==> config.mk <==
export PLATFORM = sky130hd
export DESIGN_NAME = score_keeper
export DESIGN_NICKNAME = d
export VERILOG_FILES = /design/src/rtl/pacman_pkg.sv /design/src/rtl/bcd_add4.sv /design/src/rtl/score_keeper.sv
export SDC_FILE = /design/constraint.sdc
export NUM_CORES = 1
export LEC_CHECK = 0
export ABC_CLOCK_PERIOD_IN_PS = 7900
export CORE_MARGIN = 2
export CORE_UTILIZATION = 55
export CTS_CLUSTER_DIAMETER = 150
export DETAILED_ROUTE_END_ITERATION = 8
export MAX_ROUTING_LAYER = met4
export PLACE_DENSITY = 0.87
export SLEW_MARGIN = 20
export SYNTH_ARGS = -nofsm -noshare
export SYNTH_HDL_FRONTEND = slang
export SYNTH_HIERARCHICAL = 1
export SYNTH_SLANG_ARGS = --single-unit
==> constraint.sdc <==
create_clock -name board_clk -period 7.9 [get_ports board_clk]
set_input_delay 1.58 -clock board_clk [delete_from_list [all_inputs] [get_ports board_clk]]
set_output_delay 1.58 -clock board_clk [all_outputs]
set_load 0.005 [all_outputs]
==> src/rtl/pacman_pkg.sv <==
// Shared game-state types and BCD point values for the Pac-Man scoring path.
package pacman_pkg;

    typedef enum logic [2:0] {
        INI     = 3'd0,
        PLAY    = 3'd1,
        RESPAWN = 3'd2,
        WIN     = 3'd3,
        LOSE    = 3'd4
    } game_state_t;

    localparam logic [15:0] PTS_PELLET = 16'h0010;
    localparam logic [15:0] PTS_POWER  = 16'h0050;
    localparam logic [15:0] PTS_GHOST  = 16'h0200;
    localparam logic [15:0] SCORE_MAX  = 16'h9999;

    // No two constants share a non-zero digit position beyond 1+5, so the
    // plain binary sum is already a valid BCD value (max 16'h0260).
    function automatic logic [15:0] event_points(input logic pellet,
                                                 input logic power,
                                                 input logic ghost);
        logic [15:0] pts;
        pts = 16'h0000;
        if (pellet) pts = pts + PTS_PELLET;
        if (power)  pts = pts + PTS_POWER;
        if (ghost)  pts = pts + PTS_GHOST;
        return pts;
    endfunction

endpackage

==> src/rtl/bcd_add4.sv <==
// Combinational 4-digit BCD adder; digit 3 in [15:12], carry out of digit 3 on cout.
module bcd_add4 (
    input  logic [15:0] i_a,
    input  logic [15:0] i_b,
    output logic [15:0] sum,
    output logic        cout
);

    logic [4:0] w_dig;
    logic       w_c;

    always_comb begin
        sum   = 16'h0000;
        w_dig = 5'd0;
        w_c   = 1'b0;
        for (int i = 0; i < 4; i++) begin
            w_dig = {1'b0, i_a[4*i +: 4]} + {1'b0, i_b[4*i +: 4]} + {4'd0, w_c};
            if (w_dig > 5'd9) begin
                sum[4*i +: 4] = 4'(w_dig + 5'd6);
                w_c           = 1'b1;
            end else begin
                sum[4*i +: 4] = w_dig[3:0];
                w_c           = 1'b0;
            end
        end
        cout = w_c;
    end

endmodule

==> src/rtl/score_keeper.sv <==
// Game-state FSM, BCD score, lives, pellets and respawn freeze timer.
//   state   | meaning
//   INI     | waiting for start, counters held at initial values
//   PLAY    | events update score/pellets/lives
//   RESPAWN | freeze for RESPAWN_CYC cycles after losing a life
//   WIN     | all pellets eaten, frozen until ack
//   LOSE    | no lives left, frozen until ack
module score_keeper
    import pacman_pkg::*;
#(
    parameter int PELLET_TOTAL = 240,
    parameter int LIVES        = 3,
    parameter int RESPAWN_CYC  = 100_000_000
) (
    input  logic        board_clk,
    input  logic        Reset,
    input  logic        start,
    input  logic        ack,
    input  logic        pellet_eaten,
    input  logic        power_eaten,
    input  logic        ghost_eaten,
    input  logic        ghost_hit,
    output logic [15:0] score,
    output logic [1:0]  lives_left,
    output logic [8:0]  pellets_left,
    output logic        playing,
    output logic        respawn,
    output logic        win,
    output logic        lose
);

    localparam int CNT_W = (RESPAWN_CYC > 1) ? $clog2(RESPAWN_CYC) : 1;
    localparam logic [8:0]       PEL_INIT  = 9'(PELLET_TOTAL);
    localparam logic [1:0]       LIV_INIT  = 2'(LIVES);
    localparam logic [CNT_W-1:0] CNT_LOAD  = CNT_W'(RESPAWN_CYC - 1);

    game_state_t       r_state;
    logic [15:0]       r_score;
    logic [1:0]        r_lives;
    logic [8:0]        r_pellets;
    logic [CNT_W-1:0]  r_cnt;
    logic              r_playing;
    logic              r_respawn;
    logic              r_win;
    logic              r_lose;

    logic [15:0]       w_points;
    logic [15:0]       w_sum;
    logic              w_cout;
    logic [15:0]       w_score_upd;
    logic [1:0]        w_pel_dec;
    logic [8:0]        w_pel_upd;
    logic [1:0]        w_lives_dec;

    assign w_points = event_points(pellet_eaten, power_eaten, ghost_eaten);

    bcd_add4 u_bcd_add4 (
        .i_a  (r_score),
        .i_b  (w_points),
        .sum  (w_sum),
        .cout (w_cout)
    );

    assign w_score_upd = w_cout ? SCORE_MAX : w_sum;
    assign w_pel_dec   = {1'b0, pellet_eaten} + {1'b0, power_eaten};
    assign w_pel_upd   = (r_pellets > {7'd0, w_pel_dec}) ? (r_pellets - {7'd0, w_pel_dec}) : 9'd0;
    assign w_lives_dec = (r_lives != 2'd0) ? (r_lives - 2'd1) : 2'd0;

    always_ff @(posedge board_clk or posedge Reset) begin
        if (Reset) begin
            r_state   <= INI;
            r_score   <= 16'h0000;
            r_lives   <= LIV_INIT;
            r_pellets <= PEL_INIT;
            r_cnt     <= '0;
            r_playing <= 1'b0;
            r_respawn <= 1'b0;
            r_win     <= 1'b0;
            r_lose    <= 1'b0;
        end else begin
            case (r_state)
                INI: begin
                    r_score   <= 16'h0000;
                    r_lives   <= LIV_INIT;
                    r_pellets <= PEL_INIT;
                    r_cnt     <= '0;
                    if (start) begin
                        r_state   <= PLAY;
                        r_playing <= 1'b1;
                    end
                end
                PLAY: begin
                    r_score   <= w_score_upd;
                    r_pellets <= w_pel_upd;
                    // Clearing the maze wins even if Pac-Man is caught on the same cycle.
                    if (w_pel_upd == 9'd0) begin
                        r_state   <= WIN;
                        r_playing <= 1'b0;
                        r_win     <= 1'b1;
                    end else if (ghost_hit) begin
                        r_lives   <= w_lives_dec;
                        r_playing <= 1'b0;
                        if (w_lives_dec == 2'd0) begin
                            r_state <= LOSE;
                            r_lose  <= 1'b1;
                        end else begin
                            r_state   <= RESPAWN;
                            r_respawn <= 1'b1;
                            r_cnt     <= CNT_LOAD;
                        end
                    end
                end
                RESPAWN: begin
                    if (r_cnt == '0) begin
                        r_state   <= PLAY;
                        r_respawn <= 1'b0;
                        r_playing <= 1'b1;
                    end else begin
                        r_cnt <= r_cnt - 1'b1;
                    end
                end
                WIN, LOSE: begin
                    if (ack) begin
                        r_state   <= INI;
                        r_win     <= 1'b0;
                        r_lose    <= 1'b0;
                        r_score   <= 16'h0000;
                        r_lives   <= LIV_INIT;
                        r_pellets <= PEL_INIT;
                    end
                end
                default: begin
                    r_state   <= INI;
                    r_playing <= 1'b0;
                    r_respawn <= 1'b0;
                    r_win     <= 1'b0;
                    r_lose    <= 1'b0;
                end
            endcase
        end
    end

    assign score        = r_score;
    assign lives_left   = r_lives;
    assign pellets_left = r_pellets;
    assign playing      = r_playing;
    assign respawn      = r_respawn;
    assign win          = r_win;
    assign lose         = r_lose;

endmodule

# Word level (Yosys, flattened, before mapping)
# Index checks and enable logic that the tools add are counted.
# Widths: inputs -> output; s select.
# totals
reg_bits	61
elab_cells	117
inputBits	8
# op_classes
mux	51
add_sub_neg	17
eq_ne	14
reduce_logical	18
magnitude_cmp	5
bitwise_logic	3
# op_table
cell	count
$mux 27	4
$pmux 27 s3	1
$mux 16	4
$pmux 16 s3	1
$logic_not 27->1	1
$pmux 9 s3	1
$sub 27x1->27 const B	1
$add 4x4->5	4
$gt 5x4->1 const B	4
$mux 3	6
$mux 9	2
$ne 2x2->1 const B	9
$mux 1	17
$add 16x10->16 const B	1
$add 16x7->16 const B	1
$add 4x3->4 const B	4
$mux 4	4
$add 5x1->5	3
$reduce_and 5->1	3
$pmux 3 s4	1
$reduce_and 4->1	3
$gt 9x2->1	1
$logic_not 9->1	1
$pmux 1 s3	3
other kinds (20)	28

# Logic depth before layout (Yosys ltp)
# logic_depth
word_depth	19
mapped_depth	35

# By module
# The synthesis kept the hierarchy.
# by_module_without_submodules
module	cells_per_inst	instances	area_per_inst_um2
score_keeper	420	1	3523.4
bcd_add4	115	1	952.2

# Least setup slack after synthesis
# Ideal clock, no wire load.
# synth_timing
path_kind	in2reg
from	input pellet_eaten
to	register r_score[10], in the netlist score[10]
t_required_ns	7.833
t_arrival_ns	7.213
stages	28
setup_slack_ns	0.620
cell_sequence	ha_1 inv_1 fa_1 inv_1 fa_1 xnor2_1 ha_1 nand2b_1 a22o_1 o31a_1 fa_1 inv_1 fa_1 inv_1 ha_1 nand2b_1 a22o_1 o31a_1 fa_1 inv_1 fa_1 inv_1 ha_1 a31o_1 o31a_1 inv_1 nor2_1 a22o_1
# synth_via
elab_chain_cells	17
# synth_lines
element	line	text
start, declared	score_keeper.sv:19	input logic pellet_eaten,
$mux 5 (*)	pacman_pkg.sv:24	if (pellet) pts = pts + PTS_PELLET;
$add 16x7->16	pacman_pkg.sv:25	if (power) pts = pts + PTS_POWER;
$mux 16 (*)	pacman_pkg.sv:25	
$add 16x10->16	pacman_pkg.sv:26	if (ghost) pts = pts + PTS_GHOST;
$mux 16 (*)	pacman_pkg.sv:26	
$add 4x4->5	bcd_add4.sv:17	w_dig = {1'b0, i_a[4*i +: 4]} + {1'b0, i_b[4*i +: 4]} + {4'd0, w_c};
$add 5x1->5	bcd_add4.sv:17	
$gt 5x4->1	bcd_add4.sv:18	if (w_dig > 5'd9) begin
(+2 left out)	n/a	
$gt 5x4->1	bcd_add4.sv:18	
$mux 1	bcd_add4.sv:18	
$add 5x1->5 (*)	bcd_add4.sv:17	
$gt 5x4->1 (*)	bcd_add4.sv:18	
$mux 1 (*)	bcd_add4.sv:18	
named net w_cout	score_keeper.sv:49	logic w_cout;
$mux 16 (*)	score_keeper.sv:64	assign w_score_upd = w_cout ? SCORE_MAX : w_sum;
$pmux 16 s3 (*)	score_keeper.sv:81	case (r_state)
end signal, assigned	score_keeper.sv:93	r_score <= w_score_upd;
end, declared	score_keeper.sv:38	logic [15:0] r_score;
# The timed path passes the listed nets; every way through them passes the cells marked *.
# A chain may end at the register's enable or synchronous reset.

# Worst setup path in the final report
# layout_timing
from	input pellet_eaten
to	register r_score[3], in the netlist score[3]
# layout_via
elab_chain_cells	17
# layout_lines
element	line	text
$mux 5 (*)	pacman_pkg.sv:24	
$add 16x7->16	pacman_pkg.sv:25	
$mux 16 (*)	pacman_pkg.sv:25	
$add 16x10->16	pacman_pkg.sv:26	
$mux 16 (*)	pacman_pkg.sv:26	
named net w_points[4]	score_keeper.sv:47	logic [15:0] w_points;
$add 4x4->5 (*)	bcd_add4.sv:17	
$add 5x1->5 (*)	bcd_add4.sv:17	
(+3 left out)	n/a	
$gt 5x4->1 (*)	bcd_add4.sv:18	
$mux 1 (*)	bcd_add4.sv:18	
$add 5x1->5 (*)	bcd_add4.sv:17	
$gt 5x4->1 (*)	bcd_add4.sv:18	
$mux 1 (*)	bcd_add4.sv:18	
named net w_cout	score_keeper.sv:49	
$mux 16 (*)	score_keeper.sv:64	
$pmux 16 s3 (*)	score_keeper.sv:81	
# Marks and branches as above.

==> reports/summary.json <==
{
  "result_of_the_run": "complete, no violations",
  "crit-reg2reg-launch": "score[2]$_DFFE_PP0P_",
  "critical-path-top-delay-family": "adder cells",
  "rr_worst_depth": 34,
  "post-route-period-util_pct": 97.5,
  "detail_route.wl_per_cell_microns": 17.3,
  "ant_nets": 0,
  "final_common_cell": "sky130_fd_sc_hd__nor2_1",
  "via_per_inst": 6.39,
  "path_buf_inv": 10,
  "end_kind": "flop",
  "layout.area.seq_sq_mm": 0.00153,
  "congestion_overflow_gr": 0,
  "tritoncts": "done",
  "slew_headroom_pct": 39.6,
  "drt_first_pass_iters": 7,
  "total_leakage_power_nw": 2.39,
  "route.vias.total": 4467,
  "fin_ws_ns": 0.196,
  "min-delay-start": "score[12]$_DFFE_PP0P_",
  "arrival_ns": 7.93,
  "postSynthCellCount": 535,
  "core_area_sq_mm": 0.00781,
  "required_time_at_the_worst_slack_endpoint_ns": 8.13,
  "globalRouteMet2Util_pct": 48.8,
  "finalSetupViolCount": 0,
  "layout_min_cycle_time_ns": 7.70,
  "average_cell_area_after_synthesis_sq_um": 8.37,
  "clock_latency_on_the_worst_skew_pair_ns": 0.34,
  "postLayoutCoreUtil_pct": 68.0,
  "setup.reg_to_reg.worst_slack_ns": 0.23,
  "timing.max_cap.violations": 0,
  "min_delay_worst_type": "flop to flop",
  "ios": 39,
  "ys_async_sr_fraction_pct": 100,
  "worst-slew-pin-transition_ns": 0.893,
  "mostFrequentLayoutCells": "sky130_fd_sc_hd__nor2_1, sky130_fd_sc_hd__dfrtp_1, sky130_fd_sc_hd__nand2_1, sky130_fd_sc_hd__a21oi_1",
  "drc_marker_count_from_the_first_detailed_route_iteration": 387,
  "netlist-cell-type-count": 70,
  "multi_input_combinational_cell_area_sq_mm": 0.00281,
  "floorplan.die.width_microns": 94.2,
  "start_util_pct": 57.3,
  "dieArea_sq_mm": 0.00887,
  "worst_hold_path.endpoint": "score[12]$_DFFE_PP0P_",
  "grt_first_pass_wirelength_mm": 19.5,
  "pre_cts_ws_ns": -0.344,
  "timing.critical_path.from": "pellet_eaten",
  "floorplan.die.height_microns": 94.2,
  "numPortBuffers": 38,
  "summed_negative_setup_slack_over_all_endpoints_ns": 0,
  "holdPathStages": 2,
  "worstSetupPathType": "input port to flop",
  "timing.critical_path.slowest_stage_cell": "sky130_fd_sc_hd__fa_2",
  "flow.area_growth_from_synthesis_pct": 18.6,
  "synthesis.yosys.warnings": 6,
  "cts_sinks": 61,
  "clk_root_buf": "sky130_fd_sc_hd__clkbuf_8",
  "critical_path.most_common_cell": "sky130_fd_sc_hd__inv_1",
  "worst_setup_hold_path_clk_slew_ns": 0.07,
  "startpoint_class_of_the_critical_path": "input port",
  "synth.cell_area_sq_mm": 0.00448,
  "routabilityCongestion": 0.959,
  "timing.fmax_mhz": 130,
  "drc": 0,
  "fraction_of_layout_cells_with_a_size_suffix_above_1_pct": 10.6,
  "grt.total_usage_pct": 28.3,
  "htreeDepth": 3,
  "fill_cells": 609,
  "synthFlopType": "sky130_fd_sc_hd__dfrtp_1",
  "grt_antenna_before_repair": 0,
  "cts_inserted_buffers": 9,
  "power-per-cell-area_mw_per_mm2": 422,
  "synth_edf_count": 0,
  "timing.final.hold_violations": 0,
  "vdd.ir_drop.worst_uv": 233,
  "gr-usage-met1_pct": 32.5,
  "grt_max_degree": 62,
  "cts_max_path_buffers": 2,
  "routed_wirelength_mm": 12.1,
  "power_w": 0.00224,
  "worst_r2r_endpoint": "score[3]$_DFFE_PP0P_",
  "layout.cells.non_filler": 699,
  "num_rows": 32,
  "numPlacedInstances": 674,
  "critical_path.max_fanout": 8,
  "seq_area_frac_synth_pct": 34.3,
  "timing_max_transition_violations_final": 0,
  "grt_most_used_layer": "met2",
  "grtUsageMet3_pct": 4.82,
  "final_nets": 632,
  "finClkSkew_ns": 0.0109,
  "detailed_place_hpwl_mm": 8.12,
  "first_global_vias": 4218,
  "cts-hold-fix-buffers": 0,
  "antenna_cells": 0,
  "max_stage_delay_ns": 0.47,
  "synth-seq-cells": 61
}
-- worst max-delay path by stage --
| stage | cells after the start | to | slack, ns |
|---|---|---|---|
| final | 30 | score[3]$_DFFE_PP0P_ | 0.20 |
| after global routing | 34 | score[3]$_DFFE_PP0P_ | -0.09 |
| after CTS | 33 | score[2]$_DFFE_PP0P_ | 0.03 |
| after detailed placement | 29 | score[9]$_DFFE_PP0P_ | -0.34 |
| after global placement | 29 | score[6]$_DFFE_PP0P_ | 0.02 |
| after floorplan | 28 | score[10]$_DFFE_PP0P_ | 0.62 |
-- final cells by class --
type	instances	area share (%)
Sequential cell	61	28.9
Inverter	40	2.83
Clock buffer	15	3.32
Timing Repair Buffer	54	9.48
Multi-Input combinational cell	426	53.0
Clock inverter	1	0.0943
Tap cell	102	2.40
-- layer usage --
| layer | vias up | routed length, microns |
|---|---|---|
| met5 | - | 0 |
| met1 | 2143 | 4720 |
| met4 | 0 | 401 |
| li1 | 2040 | - |
| met2 | 234 | 6260 |
| met3 | 50 | 713 |
-- kinds of logic after synthesis --
kind of cell / share of synthesized area [%]
xor+xnor: 1.57
other cells: 0.0838
simple gates: 21.8
compound gates: 25.0
mux: 1.62
buf+inv: 5.40
fa+ha+maj: 10.3
flops: 34.3
-- state kept, by name, summed over array words and instances (netlist names) --
signal / count
lives_left: 2
lose: 1
pellets_left: 9
playing: 1
r_cnt: 27
r_state: 3
respawn: 1
score: 16
win: 1
-- repair_timing --
item / 4_1_cts / 5_1_grt
resized for setup: 1 / 23
pin swaps: 0 / 5
endpoints found under the setup margin: 8 / 16
buffers inserted: 0 / 9
-- cell usage after synthesis, drive strengths merged (8+ instances only) --
master / instances / area share, %
nand2: 49 / 4.1
fa: 8 / 3.6
a21oi: 51 / 5.8
o21ai: 25 / 2.9
nor3: 20 / 2.2
inv: 40 / 3.4
nor4: 8 / 1.5
nor2: 62 / 5.2
a31oi: 17 / 2.4
a22o: 11 / 2.2
ha: 24 / 6.7
clkbuf: 14 / 1.2
a21o: 12 / 2.0
dfrtp: 55 / 31
nand3: 18 / 2.0
-- worst min-delay path, delay by kind of cell (launching register included) --
| kind | cells | cell delay [ns] |
|---|---|---|
| simple gates | 2 | 0.11 |
| flops | 1 | 0.36 |
-- power by group --
group          leakage [nW]  internal (W)  switching, W
registers             0.778      0.000419      0.000133
logic                  1.52      0.000623      0.000803
clock network        0.0937      0.000140      0.000124
-- metrics by stage --
step / instance area, sq um / hold slack [ns]
2_1_floorplan: 4520 / 0.468
3_3_place_gp: 5000 / 0.483
3_5_place_dp: 5000 / 0.492
4_1_cts: 5180 / 0.506
5_1_grt: 5310 / 0.549
6_report: 5310 / 0.507
(Power assumes the default switching activity.)
